<file path="config.mk">
export PLATFORM = sky130hd
export DESIGN_NAME = mem_port_arbiter
export DESIGN_NICKNAME = d
export VERILOG_FILES = /design/src/rtl/mem_port_arbiter.sv
export SDC_FILE = /design/constraint.sdc
export NUM_CORES = 1
export LEC_CHECK = 0
export CAP_MARGIN = 15
export CELL_PAD_IN_SITES_DETAIL_PLACEMENT = 1
export CELL_PAD_IN_SITES_GLOBAL_PLACEMENT = 1
export CORE_AREA = 2 2 134 136
export CTS_CLUSTER_DIAMETER = 80
export DETAILED_ROUTE_END_ITERATION = 10
export DIE_AREA = 0 0 136 138
export DONT_BUFFER_PORTS = 1
export PLACE_DENSITY = 0.54
export SLEW_MARGIN = 20
export SYNTH_ARGS = -nofsm -noshare
export SYNTH_HDL_FRONTEND = slang
export SYNTH_SLANG_ARGS = --single-unit
</file>
<file path="constraint.sdc">
create_clock -name clk -period 3.4 [get_ports clk]
set_input_delay 0.51 -clock clk [delete_from_list [all_inputs] [get_ports clk]]
set_output_delay 0.51 -clock clk [all_outputs]
set_load 0.1 [all_outputs]
</file>
<file path="src/rtl/mem_port_arbiter.sv">
// rtl/mem_port_arbiter.sv - round-robin arbiter sharing one burst memory port between two requesters
// Read beats are routed back through an in-order tag FIFO of {requester, beat count}.
module mem_port_arbiter #(
  parameter int BURST_WIDTH   = 8,
  parameter int PENDING_DEPTH = 4
) (
  input  logic                   clk,
  input  logic                   rest,
  input  logic [31:0]            s0_address,
  input  logic [3:0]             s0_byteEnable,
  input  logic                   s0_read,
  input  logic                   s0_write,
  input  logic [31:0]            s0_writeData,
  input  logic [BURST_WIDTH-1:0] s0_burstCount,
  input  logic                   s0_beginBurstTransfer,
  output logic                   s0_waitRequest,
  output logic [31:0]            s0_readData,
  output logic                   s0_readDataValid,
  input  logic [31:0]            s1_address,
  input  logic [3:0]             s1_byteEnable,
  input  logic                   s1_read,
  input  logic                   s1_write,
  input  logic [31:0]            s1_writeData,
  input  logic [BURST_WIDTH-1:0] s1_burstCount,
  input  logic                   s1_beginBurstTransfer,
  output logic                   s1_waitRequest,
  output logic [31:0]            s1_readData,
  output logic                   s1_readDataValid,
  output logic [31:0]            m0_address,
  output logic [3:0]             m0_byteEnable,
  output logic                   m0_read,
  output logic                   m0_write,
  output logic [31:0]            m0_writeData,
  output logic [BURST_WIDTH-1:0] m0_burstCount,
  output logic                   m0_beginBurstTransfer,
  input  logic [31:0]            m0_readData,
  input  logic                   m0_waitRequest,
  input  logic                   m0_readDataValid
);
  localparam int PW = (PENDING_DEPTH > 1) ? $clog2(PENDING_DEPTH) : 1;
  localparam int CW = PW + 1;
  localparam logic [BURST_WIDTH-1:0] ONE = BURST_WIDTH'(1);

  typedef enum logic [1:0] {IDLE = 2'd0, OWN = 2'd1, WBURST = 2'd2} state_t;

  state_t                 state_q, state_d;
  logic                   grant_q, grant_d;
  logic                   last_grant_q, last_grant_d;
  logic [BURST_WIDTH-1:0] wrem_q, wrem_d;
  logic [BURST_WIDTH-1:0] cnt_q, cnt_d;
  logic [PW-1:0]          wr_ptr_q, wr_ptr_d;
  logic [PW-1:0]          rd_ptr_q, rd_ptr_d;
  logic [CW-1:0]          count_q, count_d;
  logic                   tag_q   [PENDING_DEPTH];
  logic                   tag_d   [PENDING_DEPTH];
  logic [BURST_WIDTH-1:0] beats_q [PENDING_DEPTH];
  logic [BURST_WIDTH-1:0] beats_d [PENDING_DEPTH];

  logic [31:0]            s_address, s_writeData;
  logic [3:0]             s_byteEnable;
  logic                   s_read, s_write, s_bbt;
  logic [BURST_WIDTH-1:0] s_burstCount, s_beats;
  logic                   owned, in_own, fifo_full, fifo_empty, gwait;
  logic                   rd_acc, wr_acc, beat, last_beat, head_tag, nxt;
  logic [BURST_WIDTH-1:0] head_beats;

  assign s_address    = grant_q ? s1_address            : s0_address;
  assign s_byteEnable = grant_q ? s1_byteEnable         : s0_byteEnable;
  assign s_read       = grant_q ? s1_read               : s0_read;
  assign s_write      = grant_q ? s1_write              : s0_write;
  assign s_writeData  = grant_q ? s1_writeData          : s0_writeData;
  assign s_burstCount = grant_q ? s1_burstCount         : s0_burstCount;
  assign s_bbt        = grant_q ? s1_beginBurstTransfer : s0_beginBurstTransfer;
  assign s_beats      = (s_burstCount == '0) ? ONE : s_burstCount;

  assign owned      = (state_q != IDLE);
  assign in_own     = (state_q == OWN);
  assign fifo_full  = (count_q == CW'(PENDING_DEPTH));
  assign fifo_empty = (count_q == '0);

  assign m0_address            = s_address;
  assign m0_byteEnable         = s_byteEnable;
  assign m0_writeData          = s_writeData;
  assign m0_burstCount         = s_burstCount;
  assign m0_beginBurstTransfer = s_bbt;
  // Reads only start from OWN; a simultaneous read+write issues the read.
  assign m0_read  = in_own & s_read & ~fifo_full;
  assign m0_write = owned & s_write & ~(in_own & s_read);

  assign gwait          = m0_waitRequest | (in_own & s_read & fifo_full);
  assign s0_waitRequest = (owned & ~grant_q) ? gwait : 1'b1;
  assign s1_waitRequest = (owned &  grant_q) ? gwait : 1'b1;

  assign rd_acc = m0_read  & ~m0_waitRequest;
  assign wr_acc = m0_write & ~m0_waitRequest;

  assign head_tag   = tag_q[rd_ptr_q];
  assign head_beats = beats_q[rd_ptr_q];
  assign beat       = m0_readDataValid & ~fifo_empty;
  assign last_beat  = beat & (cnt_q == head_beats - ONE);

  assign s0_readData      = m0_readData;
  assign s1_readData      = m0_readData;
  assign s0_readDataValid = beat & ~head_tag;
  assign s1_readDataValid = beat &  head_tag;

  assign nxt = ~last_grant_q;

  always_comb begin
    state_d      = state_q;
    grant_d      = grant_q;
    last_grant_d = last_grant_q;
    wrem_d       = wrem_q;
    cnt_d        = cnt_q;
    wr_ptr_d     = wr_ptr_q;
    rd_ptr_d     = rd_ptr_q;
    tag_d        = tag_q;
    beats_d      = beats_q;
    count_d      = count_q + CW'(rd_acc) - CW'(last_beat);

    case (state_q)
      IDLE: begin
        if (s0_read | s0_write | s1_read | s1_write) begin
          // Prefer the requester that did not win last time.
          if (nxt ? (s1_read | s1_write) : (s0_read | s0_write)) begin
            grant_d = nxt;
          end else begin
            grant_d = last_grant_q;
          end
          last_grant_d = grant_d;
          state_d      = OWN;
        end
      end
      OWN: begin
        if (rd_acc) begin
          tag_d[wr_ptr_q]   = grant_q;
          beats_d[wr_ptr_q] = s_beats;
          wr_ptr_d          = wr_ptr_q + PW'(1);
          state_d           = IDLE;
        end else if (wr_acc) begin
          if (s_beats > ONE) begin
            wrem_d  = s_beats - ONE;
            state_d = WBURST;
          end else begin
            state_d = IDLE;
          end
        end else if (!s_read && !s_write) begin
          state_d = IDLE;
        end
      end
      WBURST: begin
        if (wr_acc) begin
          wrem_d = wrem_q - ONE;
          if (wrem_q == ONE) begin
            state_d = IDLE;
          end
        end
      end
      default: state_d = IDLE;
    endcase

    if (last_beat) begin
      cnt_d    = '0;
      rd_ptr_d = rd_ptr_q + PW'(1);
    end else if (beat) begin
      cnt_d = cnt_q + ONE;
    end
  end

  always_ff @(posedge clk or negedge rest) begin
    if (!rest) begin
      state_q      <= IDLE;
      grant_q      <= 1'b0;
      last_grant_q <= 1'b1;
      wrem_q       <= '0;
      cnt_q        <= '0;
      wr_ptr_q     <= '0;
      rd_ptr_q     <= '0;
      count_q      <= '0;
      for (int i = 0; i < PENDING_DEPTH; i++) begin
        tag_q[i]   <= 1'b0;
        beats_q[i] <= '0;
      end
    end else begin
      state_q      <= state_d;
      grant_q      <= grant_d;
      last_grant_q <= last_grant_d;
      wrem_q       <= wrem_d;
      cnt_q        <= cnt_d;
      wr_ptr_q     <= wr_ptr_d;
      rd_ptr_q     <= rd_ptr_d;
      count_q      <= count_d;
      tag_q        <= tag_d;
      beats_q      <= beats_d;
    end
  end
endmodule

</file>
==> parameters.txt, run 1 <==
Parameter                              Value

Outcome
  Outcome    finished, final reports clean

Route
  Routed wirelength normalized by instance count    21.6 µm
  ANT nets after route    0
  Via count    approximately 3600
  Final routed wirelength across all metal layers    15400 µm
  Number of violations reported at the end of detailed-routing iteration 0    between 100 and 150
  Via/cell ratio    5.02
  Initial DRT Pass Iterations    4
  DR DRC count    0

STA
  Clock tree skew after final layout    between 7 and 8 ps
  Slew headroom    0.422
  Final-layout worst hold slack    between 40 and 50 ps
  Setup-failing EPs final    0
  Final TNS setup    0 ps
  Achievable Freq    ~310 MHz
  Ratio of final minimum period to clock period    0.946
  Clock period minus worst slack    between 3000 and 4000 ps
  Slew at the pin with the worst max-slew slack    roughly 840 ps
  Unrepaired setup endpoints after global routing    no
  Hold Violations, Final    0
  Fin worst setup slack    around 180 ps
  Count of pins over their slew limit    0

Clocking
  Buffer levels on the longest clock path    2
  Root buffer cell    sky130_fd_sc_hd__clkbuf_16
  Clock tree from TritonCTS    built
  Number of sinks driven by the clock tree    63
  Number of buffers inserted during clock tree synthesis    9
  Clk Latency, worst-skew pair    between 300 and 400 ps
  Clock transition at path regs    ~60 ps
  H-tree Lvls    3

Floorplanning
  Total I/O pin count    341
  Width of the chip    136 µm
  Effective utilization at floorplan    0.280
  Number of rows created at floorplan    49
  Area of the core    0.0175 mm²
  Die height    between 100 and 150 µm
  Total die area    between 0.015 and 0.02 mm²

GRT
  Antenna violations before repair    1
  Wire length of the first global-routing pass    23400 µm
  Pin count of the biggest net entering global routing    63
  Vias in the first global route    3872
  Gr ovfl total    0
  Gr usage total    0.165

Critical path
  Crit path launch type    flop
  R2R Setup Slk    180 ps
  Crit path arrival time    roughly 3400 ps
  Highest net fanout along the worst path    7
  Required @ worst endpoint    approximately 3600 ps
  Classification of the worst setup path    reg -> reg
  Category of the worst setup path capture point    flop

Yosys
  Post-synth EDFFs    0
  Synthesized net count    roughly 700
  Count of different cell masters after synthesis    59
  Most used flip-flop cell after synthesis    sky130_fd_sc_hd__dfrtp_1
  Ys Warns    0
  Flip-flop and latch count after synthesis    63
  Syn avg cell area    9.62 µm²
  Synthesized area    between 0.004 and 0.005 mm²
  Cell count after synthesis    511
  Ys async rst share    1.00
  Post-synthesis sequential area ratio    0.321

Flow run
  Number of max-capacitance violations reported    0

Placed design
  Sum of net half-perimeters after detailed placement    12500 µm
  Port bufs    0
  Post-placement worst setup slack    ~73 ps
  Post-detailed-placement cell area    between 0.004 and 0.005 mm²
  Routability congestion estimate from global placement    0.817

Power and ir drop
  Static leakage power    ~2.2 nW
  PwrDens    ~1300 mW/mm²
  Peak supply drop    0.546 mV

Layout
  P&R area growth vs syn    7.81%
  Number of nets in the layout    ~680
  Area of all placed cells without fillers    ~0.0053 mm²
  Count of fill cells added during filler insertion    about 2000
  Layout cell share with drive strength beyond 1    0.320

Hold path
  Worst hold-check path type    in -> async
[cell families after synthesis]
logic type	Yosys count	synth area share
simple gates	130	0.127
buf+inv	103	0.130
mux	95	0.243
compound gates	87	0.108
flops	63	0.321
xor+xnor	20	0.0372
fa+ha+maj	13	0.0346
[stage by stage]
stage / std cells / power, mW / util
floorplan: 511 / 5.65 / -
global placement: 689 / 5.89 / 0.280
detailed placement: 689 / 5.98 / 0.280
CTS: 707 / 7.02 / 0.300
global route: 711 / 7.40 / 0.302
finish: 714 / 7.01 / 0.302
[power by group]
group | total [mW] | switching [mW] | internal (mW)
Sequential | 1.42 | 0.330 | 1.09
Combinational | 4.59 | 3.46 | 1.13
Clock | 0.999 | 0.356 | 0.642
Total | 7.01 | 4.14 | 2.87
[cell usage in the layout, fill, tap and decap left out, types with 3 or more instances in the layout]
cell type	synthesis	routed
sky130_fd_sc_hd__a21oi_1	11	11
sky130_fd_sc_hd__mux2_2	76	76
sky130_fd_sc_hd__nand3_1	7	7
sky130_fd_sc_hd__diode_2	0	3
sky130_fd_sc_hd__nor3_1	10	9
sky130_fd_sc_hd__clkbuf_16	0	9
sky130_fd_sc_hd__xnor2_1	12	12
sky130_fd_sc_hd__or3_1	7	7
sky130_fd_sc_hd__mux4_1	6	4
sky130_fd_sc_hd__nand2b_1	3	3
sky130_fd_sc_hd__o21ai_1	3	3
sky130_fd_sc_hd__nor2_1	28	27
sky130_fd_sc_hd__inv_1	19	19
sky130_fd_sc_hd__nand2_1	52	52
sky130_fd_sc_hd__a21o_1	3	3
sky130_fd_sc_hd__xor2_1	7	7
sky130_fd_sc_hd__nor4_1	3	3
sky130_fd_sc_hd__or3b_2	3	3
sky130_fd_sc_hd__mux2i_1	9	9
sky130_fd_sc_hd__ha_1	12	12
sky130_fd_sc_hd__mux4_2	4	6
sky130_fd_sc_hd__dfrtp_1	62	60
sky130_fd_sc_hd__o21ai_0	48	48
sky130_fd_sc_hd__buf_4	64	36
[routing by layer]
| metal | GRT usage | share of wire | vias up |
|---|---|---|---|
| met3 | 0.0466 | 0.067 | 24 |
| met4 | 0.0510 | 0.016 | 0 |
| met2 | 0.260 | 0.48 | 126 |
| li1 | - | - | 1662 |
| met5 | 0 | 0 | - |
| met1 | 0.219 | 0.44 | 1775 |
[timing repair]
item / 4_1_cts / 5_1_grt
setup endpoints to repair: 0 / 2
hold buffers: 2 / 0
buffers inserted: 0 / 4
hold endpoints to repair: 62 / 0
gates resized for setup: 0 / 6
[synth_stat cells, types with 2 or more instances]
cell type | count | area share
sky130_fd_sc_hd__a22o_1 | 2 | 0.0036
sky130_fd_sc_hd__mux4_1 | 6 | 0.032
sky130_fd_sc_hd__nor4_1 | 3 | 0.0038
sky130_fd_sc_hd__buf_1 | 3 | 0.0023
sky130_fd_sc_hd__nand3_1 | 7 | 0.0071
sky130_fd_sc_hd__buf_4 | 64 | 0.098
sky130_fd_sc_hd__or2_2 | 2 | 0.0025
sky130_fd_sc_hd__a21oi_1 | 11 | 0.011
sky130_fd_sc_hd__o21ai_1 | 3 | 0.0031
sky130_fd_sc_hd__xor2_1 | 7 | 0.012
sky130_fd_sc_hd__and2_1 | 2 | 0.0025
sky130_fd_sc_hd__o21ai_0 | 48 | 0.049
sky130_fd_sc_hd__xnor2_1 | 12 | 0.021
sky130_fd_sc_hd__ha_1 | 12 | 0.031
sky130_fd_sc_hd__a21o_1 | 3 | 0.0046
sky130_fd_sc_hd__a2bb2oi_1 | 2 | 0.0036
sky130_fd_sc_hd__or3_1 | 7 | 0.0089
sky130_fd_sc_hd__mux2i_1 | 9 | 0.018
sky130_fd_sc_hd__nor3_1 | 10 | 0.010
sky130_fd_sc_hd__nand4_1 | 2 | 0.0025
sky130_fd_sc_hd__mux2_2 | 76 | 0.17
sky130_fd_sc_hd__mux4_2 | 4 | 0.018
sky130_fd_sc_hd__nor3b_1 | 2 | 0.0031
sky130_fd_sc_hd__nor2b_1 | 2 | 0.0025
sky130_fd_sc_hd__o22a_1 | 2 | 0.0036
sky130_fd_sc_hd__nand2_1 | 52 | 0.040
sky130_fd_sc_hd__dfrtp_1 | 62 | 0.32
sky130_fd_sc_hd__nand2b_1 | 3 | 0.0038
sky130_fd_sc_hd__nor2_1 | 28 | 0.021
sky130_fd_sc_hd__buf_2 | 3 | 0.0031
sky130_fd_sc_hd__or3b_2 | 3 | 0.0053
sky130_fd_sc_hd__clkbuf_1 | 13 | 0.0099
sky130_fd_sc_hd__o31ai_1 | 2 | 0.0031
sky130_fd_sc_hd__inv_1 | 19 | 0.015
[flip-flops by register name, summed over array words and instances, names as in the netlist]
name and count:
last_grant_q 1, rd_ptr_q 2, grant_q 1, wr_ptr_q 2
count_q 3, state_q 2, tag_q 4, wrem_q 8
cnt_q 8, beats_q 32
[final cells by class]
type	instances	area, µm²	share of cell area
timing repair buffer	39	319	0.0602
inverter	19	71.3	0.0135
clock buffer	9	225	0.0425
clock inverter	7	95.1	0.0179
tap	229	287	0.0540
antenna	3	7.51	0.00142
sequential	63	1580	0.299
multi-input combinational	345	2710	0.512
[critical path: stages, from the launching register on]
cell and delay, ps:
sky130_fd_sc_hd__dfrtp_2 420, sky130_fd_sc_hd__buf_6 160, sky130_fd_sc_hd__mux4_2 550, sky130_fd_sc_hd__nor3_4 270
sky130_fd_sc_hd__buf_4 170, sky130_fd_sc_hd__xnor2_1 110, sky130_fd_sc_hd__nand4_1 140, sky130_fd_sc_hd__a211oi_4 250
sky130_fd_sc_hd__and2_4 180, sky130_fd_sc_hd__ha_1 120, sky130_fd_sc_hd__inv_1 40, sky130_fd_sc_hd__ha_1 180
sky130_fd_sc_hd__fa_1 380, sky130_fd_sc_hd__xnor2_1 140
[worst paths after layout]
path                            depth (start not counted)               startpoint                       end
worst max-delay path                                   13  rd_ptr_q[0]$_DFFE_PN0N_      count_q[2]$_DFF_PN0_
worst min-delay path                                    1                     rest      tag_q[2]$_DFFE_PN0P_
worst max register to register                         13  rd_ptr_q[0]$_DFFE_PN0N_      count_q[2]$_DFF_PN0_
worst min register to register                          2   beats_q[0]$_DFFE_PN0P_    beats_q[0]$_DFFE_PN0P_
max in group asynchronous                               1                     rest  last_grant_q$_DFFE_PN1P_
min in group clk                                        2                 s1_write    state_q[0]$_DFFE_PN0P_
No activity file was read; power rests on OpenSTA's default activity.
==> run 2: changes to the inputs <==
- CAP_MARGIN: 15 -> 30
==> results of run 2 <==
Final layout, timing and power as in run 1 (identical DEF).
==> run 3: changes to the inputs <==
- CTS_CLUSTER_SIZE: default -> 14
==> results of run 3 <==
Final layout, timing and power as in run 1 (identical DEF).
